===== src/rtl/rx_bit_sampler_pkg.sv =====
// Shared UART RX definitions: widths, legal oversampling ratios and the vote helper.
package rx_bit_sampler_pkg;

  localparam int unsigned PRESCALE_W = 6;
  localparam int unsigned BIT_CNT_W  = 4;

  typedef logic [PRESCALE_W-1:0] prescale_t;
  typedef logic [BIT_CNT_W-1:0]  bit_cnt_t;

  localparam prescale_t PRESCALE_X8  = prescale_t'(8);
  localparam prescale_t PRESCALE_X16 = prescale_t'(16);
  localparam prescale_t PRESCALE_X32 = prescale_t'(32);

  // 2-of-3 majority used to reject a single-sample glitch around mid-bit.
  function automatic logic majority3(input logic a, input logic b, input logic c);
    return (a & b) | (a & c) | (b & c);
  endfunction

endpackage


===== src/rtl/rx_bit_sampler_if.sv =====
// Bundle between the RX FSM (master) and the bit sampler (slave).
interface rx_bit_sampler_if import rx_bit_sampler_pkg::*; ();

  logic      smp_en;
  logic      rx_in;
  prescale_t prescale;
  logic      sampled_bit;
  logic      sample_valid;
  prescale_t edge_cnt;
  bit_cnt_t  bit_cnt;

  modport master (
    output smp_en, rx_in, prescale,
    input  sampled_bit, sample_valid, edge_cnt, bit_cnt
  );

  modport slave (
    input  smp_en, rx_in, prescale,
    output sampled_bit, sample_valid, edge_cnt, bit_cnt
  );

endinterface


===== src/rtl/rx_bit_sampler_edge_bit_counter.sv =====
// Edge (position within bit) and bit (position within frame) counters.
module rx_bit_sampler_edge_bit_counter import rx_bit_sampler_pkg::*; (
  input  logic      clk,
  input  logic      rst,
  input  logic      smp_en_i,
  input  prescale_t prescale_i,
  output prescale_t edge_cnt_o,
  output bit_cnt_t  bit_cnt_o
);

  prescale_t edge_cnt_d, edge_cnt_q;
  bit_cnt_t  bit_cnt_d, bit_cnt_q;
  logic      last_edge;

  // >= rather than == keeps the counter bounded even if prescale is illegal.
  assign last_edge = (edge_cnt_q >= (prescale_i - prescale_t'(1)));

  // Compare-and-wrap edge counter; bit counter advances on the same edge it wraps.
  always_comb begin
    edge_cnt_d = edge_cnt_q;
    bit_cnt_d  = bit_cnt_q;
    if (!smp_en_i) begin
      edge_cnt_d = '0;
      bit_cnt_d  = '0;
    end else if (last_edge) begin
      edge_cnt_d = '0;
      bit_cnt_d  = bit_cnt_q + bit_cnt_t'(1);
    end else begin
      edge_cnt_d = edge_cnt_q + prescale_t'(1);
    end
  end

  // Counter state with synchronous active-low reset.
  always_ff @(posedge clk) begin
    if (!rst) begin
      edge_cnt_q <= '0;
      bit_cnt_q  <= '0;
    end else begin
      edge_cnt_q <= edge_cnt_d;
      bit_cnt_q  <= bit_cnt_d;
    end
  end

  assign edge_cnt_o = edge_cnt_q;
  assign bit_cnt_o  = bit_cnt_q;

endmodule


===== src/rtl/rx_bit_sampler.sv =====
// UART RX bit sampler: three mid-bit samples, majority vote and a one-cycle valid strobe.
module rx_bit_sampler import rx_bit_sampler_pkg::*; (
  input logic             clk,
  input logic             rst,
  rx_bit_sampler_if.slave bus
);

  prescale_t edge_cnt;
  bit_cnt_t  bit_cnt;
  prescale_t mid;
  logic [2:0] smp_d, smp_q;
  logic       sampled_bit_d, sampled_bit_q;
  logic       sample_valid_d, sample_valid_q;

  rx_bit_sampler_edge_bit_counter u_edge_bit_counter (
    .clk        (clk),
    .rst        (rst),
    .smp_en_i   (bus.smp_en),
    .prescale_i (bus.prescale),
    .edge_cnt_o (edge_cnt),
    .bit_cnt_o  (bit_cnt)
  );

  assign mid = bus.prescale >> 1;

  // Capture at mid-2/mid-1/mid, vote one edge after the last capture.
  always_comb begin
    smp_d          = smp_q;
    sampled_bit_d  = sampled_bit_q;
    sample_valid_d = 1'b0;
    if (!bus.smp_en) begin
      smp_d = '0;
    end else begin
      if (edge_cnt == (mid - prescale_t'(2))) smp_d[0] = bus.rx_in;
      if (edge_cnt == (mid - prescale_t'(1))) smp_d[1] = bus.rx_in;
      if (edge_cnt == mid)                    smp_d[2] = bus.rx_in;
      if (edge_cnt == (mid + prescale_t'(1))) begin
        sampled_bit_d  = majority3(smp_q[0], smp_q[1], smp_q[2]);
        sample_valid_d = 1'b1;
      end
    end
  end

  // Sample/vote registers; sampled_bit is the only one that survives smp_en=0.
  always_ff @(posedge clk) begin
    if (!rst) begin
      smp_q          <= '0;
      sampled_bit_q  <= 1'b0;
      sample_valid_q <= 1'b0;
    end else begin
      smp_q          <= smp_d;
      sampled_bit_q  <= sampled_bit_d;
      sample_valid_q <= sample_valid_d;
    end
  end

  assign bus.sampled_bit  = sampled_bit_q;
  assign bus.sample_valid = sample_valid_q;
  assign bus.edge_cnt     = edge_cnt;
  assign bus.bit_cnt      = bit_cnt;

endmodule

===== src/flat_wrapper.sv =====
// flat-port wrapper written by rule: the top's interface ports become plain ports
module rx_bit_sampler_flat import rx_bit_sampler_pkg::*;
  (clk, rst, bus_smp_en, bus_rx_in, bus_prescale, bus_sampled_bit, bus_sample_valid, bus_edge_cnt, bus_bit_cnt);
  rx_bit_sampler_if bus_i ();
  input logic clk;
  input logic rst;
  input wire logic [$bits(bus_i.smp_en)-1:0] bus_smp_en;
  input wire logic [$bits(bus_i.rx_in)-1:0] bus_rx_in;
  input wire logic [$bits(bus_i.prescale)-1:0] bus_prescale;
  output wire logic [$bits(bus_i.sampled_bit)-1:0] bus_sampled_bit;
  output wire logic [$bits(bus_i.sample_valid)-1:0] bus_sample_valid;
  output wire logic [$bits(bus_i.edge_cnt)-1:0] bus_edge_cnt;
  output wire logic [$bits(bus_i.bit_cnt)-1:0] bus_bit_cnt;
  assign bus_i.smp_en = bus_smp_en;
  assign bus_i.rx_in = bus_rx_in;
  assign bus_i.prescale = bus_prescale;
  assign bus_sampled_bit = bus_i.sampled_bit;
  assign bus_sample_valid = bus_i.sample_valid;
  assign bus_edge_cnt = bus_i.edge_cnt;
  assign bus_bit_cnt = bus_i.bit_cnt;
  rx_bit_sampler u_core (.clk(clk), .rst(rst), .bus(bus_i));
endmodule

===== config.mk =====
export PLATFORM = sky130hd
export DESIGN_NAME = rx_bit_sampler_flat
export DESIGN_NICKNAME = d
export VERILOG_FILES = /design/src/rtl/rx_bit_sampler_pkg.sv /design/src/rtl/rx_bit_sampler_if.sv /design/src/rtl/rx_bit_sampler_edge_bit_counter.sv /design/src/rtl/rx_bit_sampler.sv /design/src/flat_wrapper.sv
export SDC_FILE = /design/constraint.sdc
export NUM_CORES = 1
export LEC_CHECK = 0
export CAP_MARGIN = 20
export CORE_ASPECT_RATIO = 0.9
export CORE_UTILIZATION = 52
export DETAILED_ROUTE_END_ITERATION = 7
export PLACE_DENSITY = 0.79
export SLEW_MARGIN = 15
export SYNTH_ARGS = -nofsm -noshare
export SYNTH_HDL_FRONTEND = slang
export SYNTH_SLANG_ARGS = --single-unit

===== constraint.sdc =====
create_clock -name clk -period 3 [get_ports clk]
set_input_delay 0.75 -clock clk [delete_from_list [all_inputs] [get_ports clk]]
set_output_delay 0.75 -clock clk [all_outputs]
set_load 0.01 [all_outputs]

==> key figures, run 1 <==
Outcome
  • Status: finished, final reports clean

Setup path
  • Arr. time, crit path: roughly 3.1 ns
  • Critical path startpoint category: primary input
  • Critical Path RT: 3.23 ns
  • Crit end category: flip-flop
  • Worst Path Max Fanout: 3
  • Worst setup path class: primary input to flip-flop

Power and ir drop
  • Lkg Pwr: 0.683 nW
  • Comb power frac: 0.255
  • Sw Share: 0.292
  • Internal Pwr Total: 0.305 mW
  • Clock power share: 0.270
  • Reg power frac: 0.475
  • Max rail drop VDD: a little under 0.3 mV
  • Switching Power: about 0.13 mW
  • Pwr per Cell Area: about 270 nW/um^2

Finish
  • Fill count: 177
  • ANT cells: 0
  • Syn-to-layout area delta: 24.8%
  • Final cell count without fillers: approximately 200
  • Final Cell Area: between 1500 and 2000 sq um
  • Leading cell type in the layout, fill and taps excluded: clkdlybuf4s50_1
  • Commonest cells after routing, fill and taps aside: 21 x clkdlybuf4s50_1, 15 x dfxtp_1, 14 x nand2_1, 14 x ha_1, 13 x xnor2_1
  • Share of cells above drive strength 1: 0.148
  • Nets@finish: 201
  • Final core utilization: 0.708

Logic synthesis
  • Syn_area_per_cell: between 8 and 9 sq um
  • Mapped Cells: 147
  • Synth Flop Type: dfxtp_1
  • Post-Syn Nets: 171
  • Simple-Gate Fraction of Synth Area: 0.251
  • Synth Area in Compound Gates: 0.132
  • Yosys cell types: 47
  • Flops & latches, synth: 15
  • Post-Syn Area: 1270 sq um
  • Post-synth EDFFs: 0
  • Top cell type's share of synthesized area: 0.236
  • Synth Area in XOR/XNOR: 0.137
  • Sequential share of the synthesized area: 0.236
  • Post-synthesis mux area share: 0.0472
  • Biggest area consumer among synthesized cells: dfxtp_1
  • Async SR Flop Fraction: 0
  • Largest family of logic cells by synthesized area: simple AND/OR/NAND/NOR gates
  • Syn. warnings: 0
  • Area contributors post-synth: dfxtp_1 24%, ha_1 14%, xnor2_1 8.9%, mux2i_1 4.7%, nand2_1 4.1%
  • Area share of fa/ha/maj cells after synthesis: 0.146

Floorplan
  • Row count: 16
  • CORE AREA: 2240 sq um
  • Total die area: ~2600 sq um
  • Die Ht: between 40 and 50 um
  • # IOs: 22
  • Die X: ~54 um
  • Initial Utilization: 0.568

Place
  • Placed cell areas: between 1500 and 2000 sq um
  • Worst slack, placed: -0.147 ns
  • Port Buffer Count: 21
  • DP Wirelength: roughly 2300 um
  • GPL Wtd Cong: ~0.91
  • Placed cell count: roughly 200

Routing
  • DRC viols: 0
  • Routed WL: between 2000 and 3000 um
  • DR iter-0 viols: 28
  • Vias per cell: between 5 and 6
  • DRT antenna net count: 0
  • Via count: ~1,200
  • Wire length per cell: between 10 and 15 um
  • Initial DRT Pass Iterations: 4

Timing
  • Slew headroom: 0.678
  • Final Hold Fails: 0
  • Tmin final: around 2.9 ns
  • Max frequency: roughly 350 MHz
  • Layout Skew: 0.00991 ns
  • Max Slew Vio Count: 0
  • RSZ-0062 raised after global routing: false
  • Final worst setup slack: roughly 0.12 ns
  • Setup violations, final: 0
  • Period utilisation layout: 0.960
  • Slew @ Worst Pin: ~0.48 ns

CTS
  • Clock Tree Buf Depth: 2
  • Htree depth: 1
  • CTS Buf Count: 3
  • Clock tree sinks: 15
  • Worst-path clk slew: ~0.090 ns
  • Clock Root Buffer: clkbuf_4
  • Clk Latency, worst-skew pair: ~0.29 ns
  • CTS Hold Bufs: 0
  • CTS tree: yes
  • Post-CTS setup buffers: 0

Job
  • Max_cap viols: 0

GRT
  • Initial antenna violation count: 0
  • Grt total ovfl: 0
  • All-layer global routing usage: 0.242
  • Pin count of the biggest net entering global routing: 13
  • First-pass GRT wire length: 4770 um
  • Vias in the first global route: ~1,100

Min path
  • Hold WC Path Type: flip-flop to flip-flop
state kept, by name (all words and copies together), names as in the netlist:
register                              flops
u_core.u_edge_bit_counter.bit_cnt_o       4
u_core.smp_q                              3
u_core.bus.sampled_bit                    1
u_core.bus.sample_valid                   1
u_core.u_edge_bit_counter.edge_cnt_o      6
worst paths after layout:
check        cells past startpoint                                    start  slack (ns)                                      to
max                             11                          bus_prescale[1]        0.12  u_core.u_edge_bit_counter.bit_cnt_o[3]
min                              2                   u_core.bus.sampled_bit        0.47                  u_core.bus.sampled_bit
max reg2reg                      7  u_core.u_edge_bit_counter.edge_cnt_o[0]        1.02  u_core.u_edge_bit_counter.bit_cnt_o[3]
min reg2reg                      2                   u_core.bus.sampled_bit        0.47                  u_core.bus.sampled_bit
per-stage QoR:
| step | hold WS (ns) | TNS [ns] | power [mW] |
|---|---|---|---|
| after floorplan | 0.436 | 0 | 0.277 |
| after global placement | 0.443 | -0.220 | 0.314 |
| after detailed placement | 0.463 | -0.853 | 0.317 |
| after CTS | 0.478 | 0 | 0.430 |
| after global routing | 0.501 | 0 | 0.451 |
| final | 0.470 | 0 | 0.430 |
layer usage:
layer / vias to the layer above / GRT usage / wire (um)
met2: 32 / 0.404 / 1400
met5: - / 0 / 0
met1: 533 / 0.315 / 1350
met3: 7 / 0.0156 / 111
met4: 0 / 0.0897 / 50
li1: 579 / - / -
power groups by stage:
stage	clock, mW	combinational, mW	sequential [mW]
2_1_floorplan	0	0.0678	0.209
3_3_place_gp	0	0.105	0.209
3_5_place_dp	0	0.107	0.209
4_1_cts	0.117	0.108	0.204
5_1_grt	0.124	0.122	0.205
6_report	0.116	0.110	0.204
logic make-up (layout without fill, tap and decap cells):
family / count (synthesis) / in the layout
DFF: 15 / 15
AOI/OAI and AO/OA: 25 / 25
xor gates and xnor gates: 19 / 19
muxes: 6 / 6
adders and majority gates: 15 / 15
and+or+nand+nor: 55 / 55
buffers and inverters: 12 / 41
cells in the mapped netlist, types with 2 or more instances:
master,instances
o31ai_1,2
nor3_1,2
buf_2,2
buf_6,2
mux2i_1,6
nor2_1,6
ha_1,14
and3_1,6
nand3_1,6
o21ai_1,3
inv_1,5
o21ai_0,3
xor2_1,5
xnor2_1,13
and2_1,2
a21oi_1,7
nand2b_1,6
nand2_1,14
dfxtp_1,15
cell type report:
cell class | count | area, sq um | area share
Sequential cell | 15 | 300 | 0.189
Clock buffer | 3 | 22.5 | 0.0142
Inverter | 6 | 22.5 | 0.0142
Tap cell | 27 | 33.8 | 0.0213
Multi-Input combinational cell | 120 | 918 | 0.578
Clock inverter | 1 | 5.00 | 0.00315
Timing Repair Buffer | 31 | 285 | 0.180
critical path, stage by stage:
cell and delay [ns]:
clkdlybuf4s50_1 0.48, inv_1 0.08, ha_1 0.21, a21boi_2 0.16, xnor2_1 0.13, ha_1 0.29
a21o_1 0.14, a211oi_2 0.07, o21a_1 0.12, or4_1 0.53, a21oi_2 0.15
repair_timing:
| item | in CTS | in global routing |
|---|---|---|
| endpoints found under the setup margin | 0 | 3 |
| endpoints found under the hold margin | 0 | 0 |
| gates resized for setup | 0 | 3 |
Power figures use the tool's default switching activity.
==> run 2: changes to the inputs <==
--- a/config.mk
+++ b/config.mk
@@ -6,7 +6,6 @@
 export NUM_CORES = 1
 export LEC_CHECK = 0
 export CAP_MARGIN = 20
-export CORE_ASPECT_RATIO = 0.9
 export CORE_UTILIZATION = 52
 export DETAILED_ROUTE_END_ITERATION = 7
 export PLACE_DENSITY = 0.79
==> run 2 against run 1 <==
Compared with the run above: worst hold slack better by 0.0015 ns; first-iteration DRC count down 36%; sequential share of layout area down 0.089 points; clock skew down 0.0071 ns; register-to-register slack worse by 0.10 ns; global-route usage down 0.12 points; combinational power up 4%; via count down 2.9%; setup slack worse by 0.032 ns; cell area up 0.47%; non-clock buffer count up 1; critical path type unchanged.
==> key figures, run 2 (same netlist as run 1, synthesis figures left out) <==
Routing
  • Metal-1 WL: 1340 um (-0.30%)
  • Met2 WL: 1480 um (+5.6%)
  • Routed WL: 2930 um (+0.58%)
  • Wire length per cell: 14.3 um (-0.40%)
  • Vias per cell: 5.45 (-3.8%)
  • DRT antenna net count: 0 (unchanged)
  • DRC viols: 0 (unchanged)
  • Met3 wire length: 64 um (-42%)
  • DR iter-0 viols: 18 (-36%)
  • Via count: 1,118 (-2.9%)
  • Highest Signal Layer: met4
  • Initial DRT Pass Iterations: 4 (unchanged)

GRT
  • Pin count of the biggest net entering global routing: 13 (unchanged)
  • Grt total ovfl: 0 (unchanged)
  • All-layer global routing usage: 0.240 (-0.00122)
  • First-pass GRT wire length: 4770 um (+0.15%)
  • Initial antenna violation count: 0 (unchanged)
  • Vias in the first global route: 1,072 (-4.7%)

Place
  • Placed cell count: 201 (+1.0%)
  • Worst slack, placed: -0.237 ns (-0.0900 ns)
  • Port Buffer Count: 21 (unchanged)
  • DP Wirelength: 2340 um (+1.3%)
  • GPL Wtd Cong: 0.912 (+0.42%)

Timing
  • Tmin final: 2.91 ns (+0.0325 ns)
  • Max frequency: 343 MHz (-1.1%)
  • Layout Skew: 0.00283 ns (-0.00708 ns)
  • Final Hold Fails: 0 (unchanged)
  • Period utilisation layout: 0.971 (+0.0108)
  • Final worst setup slack: 0.0873 ns (-0.0325 ns)
  • Setup violations, final: 0 (unchanged)
  • Slew headroom: 0.694 (+0.0160)
  • Slew @ Worst Pin: 0.459 ns (-0.0240 ns)
  • Max Slew Vio Count: 0 (unchanged)

Setup path
  • Critical-path top delay cell: or4_4
  • Arr. time, crit path: 3.12 ns (about the same)
  • Worst setup path class: primary input to flip-flop
  • Reg2Reg Depth: 7 (unchanged)
  • Crit path cell chain: clkdlybuf4s50_1 -> inv_2 -> ha_1 -> a21boi_2 -> xnor2_1 -> ha_1 -> a21o_1 -> a211oi_1 -> o21a_1 -> or4_4 -> a21oi_2
  • Critical Path RT: 3.21 ns (-0.02 ns)
  • Crit end category: flip-flop
  • Top cell by count, worst path: ha_1
  • Crit path from: bus_prescale[1]
  • R2r endpoint: u_core.u_edge_bit_counter.bit_cnt_o[3]
  • Worst Path Max Fanout: 3 (unchanged)
  • CP max stage delay: 0.52 ns (about the same)
  • Reg-to-reg slack, setup: 0.92 ns (-0.10 ns)
  • CP endpoint: u_core.u_edge_bit_counter.bit_cnt_o[3]
  • Critical R2R Launch: u_core.u_edge_bit_counter.edge_cnt_o[0]
  • Critical path startpoint category: primary input

Min path
  • Hold WC Path Type: flip-flop to flip-flop
  • Hold depth: 2 (unchanged)
  • Hold path start: u_core.bus.sampled_bit

Floorplan
  • CORE AREA: 2250 sq um (+0.56%)
  • Die Ht: 51.5 um (+5.2%)
  • # IOs: 22 (unchanged)
  • Initial Utilization: 0.564 (-0.00315)
  • Row count: 17 (+1)
  • Die X: 51.5 um (-4.9%)
  • Total die area: 2650 sq um (about the same)

Finish
  • ANT cells: 0 (unchanged)
  • Leading cell type in the layout, fill and taps excluded: clkdlybuf4s50_1
  • Max FFs per register: 6 (unchanged)
  • Final cell count without fillers: 205 (+0.99%)
  • Commonest cells after routing, fill and taps aside: 21 x clkdlybuf4s50_1, 15 x dfxtp_1, 14 x nand2_1, 14 x ha_1, 13 x xnor2_1
  • Share of cells above drive strength 1: 0.164 (+0.0161)
  • Nets@finish: 202 (+0.50%)
  • Final core utilization: 0.708 (about the same)
  • Syn-to-layout area delta: 25.4%

Job
  • Max_cap viols: 0 (unchanged)

CTS
  • Worst-path clk slew: 0.09 ns (about the same)
  • Clock tree sinks: 15 (unchanged)
  • Htree depth: 1 (unchanged)
  • CTS Buf Count: 3 (unchanged)
  • Post-CTS setup buffers: 0 (unchanged)
  • Clock Tree Buf Depth: 2 (unchanged)
  • Clock Root Buffer: clkbuf_4
  • Clk Latency, worst-skew pair: 0.27 ns (-0.02 ns)
  • CTS tree: yes

Power and ir drop
  • Pwr per Cell Area: 268 nW/um^2 (-0.91%)
  • Lkg Pwr: 0.687 nW (+0.55%)
  • Max rail drop VDD: 0.294 mV (-0.46%)

Outcome
  • Status: finished, final reports clean
[run 2: power breakdown]
| group | switching (mW) | leakage [nW] | internal (mW) |
|---|---|---|---|
| combinational | 0.0583 | 0.548 | 0.0557 |
| sequential | 0.00342 | 0.121 | 0.201 |
| clock | 0.0604 | 0.0177 | 0.0492 |
[run 2: final cells by class]
cell class | instances | area (sq um)
Sequential cell | 15 | 300
Clock buffer | 3 | 22.5
Inverter | 6 | 22.5
Clock inverter | 1 | 5.00
Multi-Input combinational cell | 120 | 917
Tap cell | 28 | 35.0
Timing Repair Buffer | 32 | 293
Fill cell | 182 | 659
[run 2: what timing repair did]
action                     4_1_cts  5_1_grt
setup endpoints to repair        0        5
resized for setup                0        5
hold buffers                     0        0
[run 2: worst min-delay path by stage]
stage	end	slack, ns
6_report	u_core.bus.sampled_bit	0.47
5_1_grt	u_core.smp_q[1]	0.50
4_1_cts	u_core.smp_q[1]	0.47
3_5_place_dp	u_core.smp_q[1]	0.46
3_3_place_gp	u_core.bus.sampled_bit	0.44
2_1_floorplan	u_core.smp_q[1]	0.44
[run 2: worst max-delay path, delay by kind of cell]
kind	cells	cell delay [ns]
AO/OA/AOI/OAI	5	0.65
XOR/XNOR	1	0.13
buffers and inverters	2	0.56
AND/OR/NAND/NOR	1	0.52
adder cells (fa/ha/maj)	2	0.50
[run 2: metrics by stage]
step | instance area, sq um | hold slack, ns | power [mW] | setup TNS, ns
finish | 1600 | 0.471 | 0.428 | 0
global route | 1600 | 0.499 | 0.450 | -0.00467
CTS | 1580 | 0.475 | 0.429 | 0
detailed placement | 1560 | 0.457 | 0.320 | -1.14
global placement | 1560 | 0.444 | 0.315 | -0.289
floorplan | 1270 | 0.436 | 0.277 | 0
[run 2: metal layers]
metal	vias up	track usage
li1	579	-
met1	516	0.297
met2	19	0.435
met3	4	0.0149
met4	0	0.0811
met5	-	0
==> RTL change: new RTL, config.mk and constraints of run 1 <==
Set the package constant `PRESCALE_W` to 12 (it was 6).
--- a/src/rtl/rx_bit_sampler_pkg.sv
+++ b/src/rtl/rx_bit_sampler_pkg.sv
@@ -2,5 +2,5 @@
 package rx_bit_sampler_pkg;
 
-  localparam int unsigned PRESCALE_W = 6;
+  localparam int unsigned PRESCALE_W = 12;
   localparam int unsigned BIT_CNT_W  = 4;
 
Interface: changed (resized bus_edge_cnt and bus_prescale); port bits go from 22 to 34. The function was not compared with the original's and may differ.
==> RTL change against run 1 <==
Cell area rose by 100%. Fmax fell by 3.3%. Wire length rose by 150%. Non-clock buffer count rose by 53. Sequential cell count rose by 6. Power rose by 69%. Worst setup slack got worse by 99 ps. Cell count rose by 100%. Synthesized area rose by 78%. Critical path type unchanged. Largest cell class unchanged.
==> RTL change: results (changes against run 1) <==
{| class="wikitable"
! Metric !! Value
|-
| Total of buffers placed on input and output ports || 33 (+57%)
|-
| Fraction of final layout cells with drive strength greater than 1 || 0.265 (+0.117)
|-
| Compound-gate portion of the synthesized area || 0.166 (+0.0340)
|-
| Area share of xor/xnor cells in the synthesized design || 0.189 (+0.0523)
|-
| Top cell type's share of synthesized area || 0.186 (-0.0504)
|-
| Count of cells resized by post-cts repair || 23 (+23)
|-
| Mux share of post-synthesis cell area || 0.0320 (-0.0152)
|-
| Number of search-and-repair iterations in the first detailed-routing pass || 5 (+1)
|-
| Fillers || 270 (+53%)
|-
| Starting DRC count in detailed routing || 240 (+760%)
|-
| Post-Route Hold Slack || 476 ps (+6.51 ps)
|-
| List of most frequent post-synthesis cells || sky130_fd_sc_hd__nand2_1, sky130_fd_sc_hd__xnor2_1, sky130_fd_sc_hd__xor2_1
|-
| Leakage || 0.00133 uW (+95%)
|-
| Synth cell types || 59 (+26%)
|-
| Peak Freq || 336 MHz (-3.3%)
|-
| Reg2Reg Setup Slack || 770 ps (-250 ps)
|-
| Global-route wire length before repair || 11.3 mm (+140%)
|-
| Worst R2R End || u_core.u_edge_bit_counter.bit_cnt_o[1]
|-
| Routed vias/inst || 6.02 (+6.3%)
|-
| Largest net degree at the start of global routing || 14 (+1)
|-
| CP startpoint || bus_prescale[8]
|-
| Clock group || 200 uW (+72%)
|-
| Worst supply voltage drop on vdd || 0.236 mV (-20%)
|-
| Result of the run || finished clean
|-
| Slowest cell on the critical path || sky130_fd_sc_hd__clkdlybuf4s50_1
|-
| Final net count || 397 (+98%)
|-
| Routed len/inst || 17.5 um (+22%)
|-
| Routability cong. || 0.950 (+4.6%)
|-
| Highest fanout seen on the critical path || 11 (+8)
|-
| Largest cells by area after synthesis || sky130_fd_sc_hd__dfxtp_1, sky130_fd_sc_hd__ha_1, sky130_fd_sc_hd__xnor2_1
|-
| Crit path to || u_core.u_edge_bit_counter.bit_cnt_o[2]
|-
| Number of cells traversed by the worst register-to-register path || 9 (+2)
|-
| Post-CTS Setup Repair Bufs || 1 (+1)
|-
| Gr usage total || 0.321 (+0.0789)
|-
| Arrival time at the worst endpoint || 3150 ps (+40 ps)
|-
| Share of synthesized area occupied by flip-flops and latches || 0.186 (-0.0504)
|}
==> RTL change: how the worst min path moves through the flow <==
stage / start / endpoint / depth (start not counted)
after global routing: u_core.smp_q[0] / u_core.smp_q[0] / 2
after detailed placement: u_core.smp_q[0] / u_core.smp_q[0] / 2
after floorplan: u_core.smp_q[0] / u_core.smp_q[0] / 2
after CTS: u_core.smp_q[0] / u_core.smp_q[0] / 2
final: u_core.smp_q[0] / u_core.smp_q[0] / 2
after global placement: u_core.smp_q[0] / u_core.smp_q[0] / 2
==> RTL change: area by class of cell <==
class                           count  area (um2)  share of cell area
Sequential cell                    21         420               0.131
Clock inverter                      1        7.51             0.00234
Multi-Input combinational cell    238        1920               0.599
Inverter                           12        53.8              0.0168
Tap cell                           48        60.1              0.0188
Clock buffer                        3        41.3              0.0129
Timing Repair Buffer               84         702               0.219
==> RTL change: layer usage <==
metal  vias up  global-route usage  wire, um
met5         -                   0         0
met4         0               0.157       231
met3        21              0.0389       524
met2       126               0.540      3360
met1      1147               0.405      3020
li1       1158                   -         -
